===== src/rtl/counter_4bit_inc_pkg.sv =====
// Shared constants and types for the 4-bit loadable up-counter.
package counter_4bit_inc_pkg;

  localparam int unsigned CNT_W           = 4;
  localparam int unsigned CNT_MAX_DEFAULT = 15;

  // Per-edge action of the counter, in priority order: load, wrap/increment, hold.
  typedef enum logic [1:0] {
    ACT_HOLD = 2'd0,
    ACT_LOAD = 2'd1,
    ACT_INC  = 2'd2,
    ACT_WRAP = 2'd3
  } cnt_act_e;

endpackage


===== src/rtl/counter_4bit_inc_incrementer_4bit.sv =====
// incrementer_4bit: half-adder chain computing a + 1.
// s is the 4-bit sum; cout is the chain's carry c[3], high only when a == 4'hF.
module incrementer_4bit
  import counter_4bit_inc_pkg::*;
(
  input  logic [CNT_W-1:0] a,
  output logic [CNT_W-1:0] s,
  output logic             cout
);

  logic [CNT_W-1:0] c;

  // Ripple of half adders; the +1 enters as the carry-in of stage 0.
  for (genvar i = 0; i < CNT_W; i++) begin : g_stage
    if (i == 0) begin : g_lsb
      assign s[i] = ~a[i];
      assign c[i] = a[i];
    end else begin : g_rest
      assign s[i] = a[i] ^ c[i-1];
      assign c[i] = a[i] & c[i-1];
    end
  end

  assign cout = c[CNT_W-1];

endmodule


===== src/rtl/counter_4bit_inc.sv =====
// counter_4bit_inc: 4-bit up-counter with synchronous load, terminal count
// and a one-cycle wrap pulse. Counts 0..MAX then wraps to 0.
// Optional feature: define CNT_OVF_STICKY_EN to add a sticky overflow flag
// (ovf) set on every wrap and cleared by ovf_clr; set wins over clear.
module counter_4bit_inc
  import counter_4bit_inc_pkg::*;
#(
  parameter int unsigned MAX = CNT_MAX_DEFAULT
) (
  input  logic             clk,
  input  logic             rst,
  input  logic             en,
  input  logic             ld,
  input  logic [CNT_W-1:0] d,
`ifdef CNT_OVF_STICKY_EN
  input  logic             ovf_clr,
  output logic             ovf,
`endif
  output logic [CNT_W-1:0] q,
  output logic             tc,
  output logic             co
);

  localparam logic [CNT_W-1:0] MAX_Q = CNT_W'(MAX);
  // At MAX == 15 the incrementer carry-out is exactly the "q is at MAX" condition.
  localparam bit USE_CARRY = (MAX == CNT_MAX_DEFAULT);

  logic [CNT_W-1:0] sum;
  logic             cout;
  logic             at_max;
  cnt_act_e         act;
  logic [CNT_W-1:0] q_next;
  logic             co_next;

  incrementer_4bit u_inc (
    .a    (q),
    .s    (sum),
    .cout (cout)
  );

  assign at_max = USE_CARRY ? cout : (q == MAX_Q);
  assign tc     = (q == MAX_Q);

  // Decode the per-edge action and the next count value.
  // NOTE: every always_comb output gets a default first so no path leaves it unassigned (no latch).
  always_comb begin
    act     = ACT_HOLD;
    q_next  = q;
    co_next = 1'b0;
    if (ld) begin
      act    = ACT_LOAD;
      q_next = (d > MAX_Q) ? '0 : d;
    end else if (en) begin
      if (at_max) begin
        act     = ACT_WRAP;
        q_next  = '0;
        co_next = 1'b1;
      end else begin
        act    = ACT_INC;
        q_next = sum;
      end
    end
  end

  // Count and wrap-pulse registers; reset clears them without waiting for clk.
  // NOTE: sequential state uses non-blocking (<=) so all registers update from pre-edge values.
  always_ff @(posedge clk or posedge rst) begin
    if (rst) begin
      q  <= '0;
      co <= 1'b0;
    end else begin
      q  <= q_next;
      co <= co_next;
    end
  end

`ifdef CNT_OVF_STICKY_EN
  // Sticky overflow: a wrap sets it, ovf_clr clears it only on a non-wrap edge.
  always_ff @(posedge clk or posedge rst) begin
    if (rst) begin
      ovf <= 1'b0;
    end else if (act == ACT_WRAP) begin
      ovf <= 1'b1;
    end else if (ovf_clr) begin
      ovf <= 1'b0;
    end
  end
`endif

endmodule

===== config.mk =====
export PLATFORM = sky130hd
export DESIGN_NAME = counter_4bit_inc
export DESIGN_NICKNAME = d
export VERILOG_FILES = /design/src/rtl/counter_4bit_inc_pkg.sv /design/src/rtl/counter_4bit_inc_incrementer_4bit.sv /design/src/rtl/counter_4bit_inc.sv
export SDC_FILE = /design/constraint.sdc
export NUM_CORES = 1
export LEC_CHECK = 0
export ABC_AREA = 1
export ABC_CLOCK_PERIOD_IN_PS = 2100
export CAP_MARGIN = 10
export CORE_AREA = 3 3 40 42
export CTS_CLUSTER_DIAMETER = 200
export DETAILED_ROUTE_END_ITERATION = 8
export DIE_AREA = 0 0 43 45
export HOLD_SLACK_MARGIN = 0.03
export PLACE_DENSITY = 0.51
export SYNTH_ARGS = -nofsm -noshare
export SYNTH_HDL_FRONTEND = slang
export SYNTH_HIERARCHICAL = 1
export SYNTH_SLANG_ARGS = --single-unit

===== constraint.sdc =====
create_clock -name clk -period 2.1 [get_ports clk]
set_input_delay 0.21 -clock clk [delete_from_list [all_inputs] [get_ports clk]]
set_output_delay 0.21 -clock clk [all_outputs]
set_load 0.05 [all_outputs]

==> reports/summary.txt <==
GR Overflow Total -> 0
Final hold violations -> 0
ANT cells -> 0
Post-CTS Hold Buffers -> 0
Share of layout cells above drive strength 1 -> 6.00%
Final RePlAce weighted congestion -> 0.639
Critical path arrival -> 1.59 ns
Initial antenna violation count -> 0
Crit start category -> register
Synth Warn # -> 6
Largest net degree at the start of global routing -> 8
Drt drc -> 0
Met1 Use GR -> 9.51%
Final Cycle Share -> 85.9%
Die Y -> 45 um
Nature of the critical path endpoint -> primary output
Vias in the first global route -> 263
Max clock buf depth -> 2
ANT nets after route -> 0
Setup Buffers After CTS -> 0
Initial Utilization -> 20.7%
Gr usage total -> 7.86%
Drt via density -> 4.31
Final setup TNS -> 0 ns
WS Path Type -> register to primary output
Worst slew pin tran -> 0.501 ns
CTS tree -> done
Die X -> 43 um
Root Driver -> clkbuf_4
Distinct cells, synth -> 6
Post-Syn Nets -> 44
Nets -> 62
Routed wire length -> 617 um
Leakage -> 0.000208 uW
Worst Hold Class -> input pin to asynchronous set/reset pin
CTS buffer count -> 3
Worst path required time -> 1.89 ns
Met2 usage -> 11.1%
Highest Clock Rate -> 0.554 GHz
Slew HR -> 66.5%
Status -> finished clean
Synth Register Bits -> 5
Post-Syn Instances -> 33
Core Footprint -> 1280 sq um
H-Tree Depth -> 1
CTS Sinks -> 5
Global-route wire length before repair -> 1080 um
Power density cells -> 743 nW/um^2
Avg WL per Cell -> 9.49 um
Row count -> 13
Clock Skew -> 0.000210 ns
Grt peak-use layer -> met2
Via count -> 280
Drt first pass iters -> 4
Total die area -> 1940 sq um
Most frequent cells in the layout -> clkdlybuf4s50_1 (13), nand2_1 (11), nand3_1 (8)
IO buf count -> 13
Sequential cell area fraction in the yosys report -> 46.9%
Cell Area, Synth -> 267 sq um
Clk_lat worst skew -> 0.24 ns
Tmin final -> 1.80 ns
Hold WS -> 0.181 ns
Max VDD drop -> 0.180 mV
GR Layer Usage met3 -> 3.59%
Initial drt markers -> 3
Most common cell after layout, fill and taps aside -> clkdlybuf4s50_1
Clk slew on worst S/H paths -> 0.04 ns
Unrepaired setup endpoints after global routing -> false
Resized Gates After CTS -> 0
Max Slew Vio Count -> 0
Max-Cap Viols -> 0
DP HPWL -> 528 um
Syn Area/Cell -> 8.08 sq um
Layout area overhead -> 65.7%
Final setup vio count -> 0
Num ports -> 14
CP max FO -> 4
-- cell families after synthesis --
group | after synthesis | share of synthesized area (%)
adder cells (fa/ha/maj) | 3 | 14.1
buffers and inverters | 2 | 2.82
flip-flops | 5 | 46.9
AND/OR/NAND/NOR | 23 | 36.1
-- layer usage --
layer	share of wire (%)	vias up
met5	0	-
met3	10	2
li1	-	141
met2	45	14
met1	43	123
met4	1.9	0
-- critical path: stages, from the launching register on --
cell             delay [ns]
dfrtp_1                0.39
nand2_1                0.07
nor2_1                 0.09
clkdlybuf4s50_1        0.80
-- synthesized netlist by cell type --
library cell / n / share of area (%)
ha_1: 3 / 14
nand3_1: 8 / 15
inv_1: 2 / 2.8
dfrtp_1: 5 / 47
nand2_1: 11 / 15
nor2_1: 4 / 5.6
-- layout make-up --
| cell class | instances | area (sq um) |
|---|---|---|
| Tap cell | 15 | 18.8 |
| Inverter | 2 | 7.51 |
| Fill cell | 147 | 843 |
| Sequential cell | 5 | 125 |
| Timing Repair Buffer | 13 | 130 |
| Clock buffer | 4 | 26.3 |
| Multi-Input combinational cell | 26 | 134 |
-- final timing paths --
kind | startpoint | to | slack [ns] | cells past startpoint
max | q[3]$_DFFE_PP0P_ | tc | 0.30 | 3
min | rst | co$_DFF_PP0_ | 0.18 | 2
max reg2reg | q[0]$_DFFE_PP0P_ | q[1]$_DFFE_PP0P_ | 0.60 | 6
min reg2reg | q[1]$_DFFE_PP0P_ | q[1]$_DFFE_PP0P_ | 0.56 | 2
max in group asynchronous | rst | q[1]$_DFFE_PP0P_ | 1.75 | 2
min in group clk | d[2] | q[2]$_DFFE_PP0P_ | 0.54 | 3
-- where the power goes --
group,internal [uW],switching (uW),leakage (uW)
registers,107,11.1,0.0000625
logic,40.6,61.4,0.000131
clock network,71.7,36.7,0.0000150
-- sequential cells by signal (all words and copies together) (netlist names) --
name,count
q,4
co,1
-- through the flow --
stage               setup slack [ns]  total power [uW]  cells  cell area (sq um)  util, %
finish                         0.296               328     65                442     34.4
global route                   0.204               352     65                442     34.4
CTS                            0.279               334     65                442     34.4
detailed placement             0.541               222     61                415     32.3
global placement               0.549               222     61                415     32.3
floorplan                      0.471               178     33                267        -
Power figures use the tool's default switching activity.
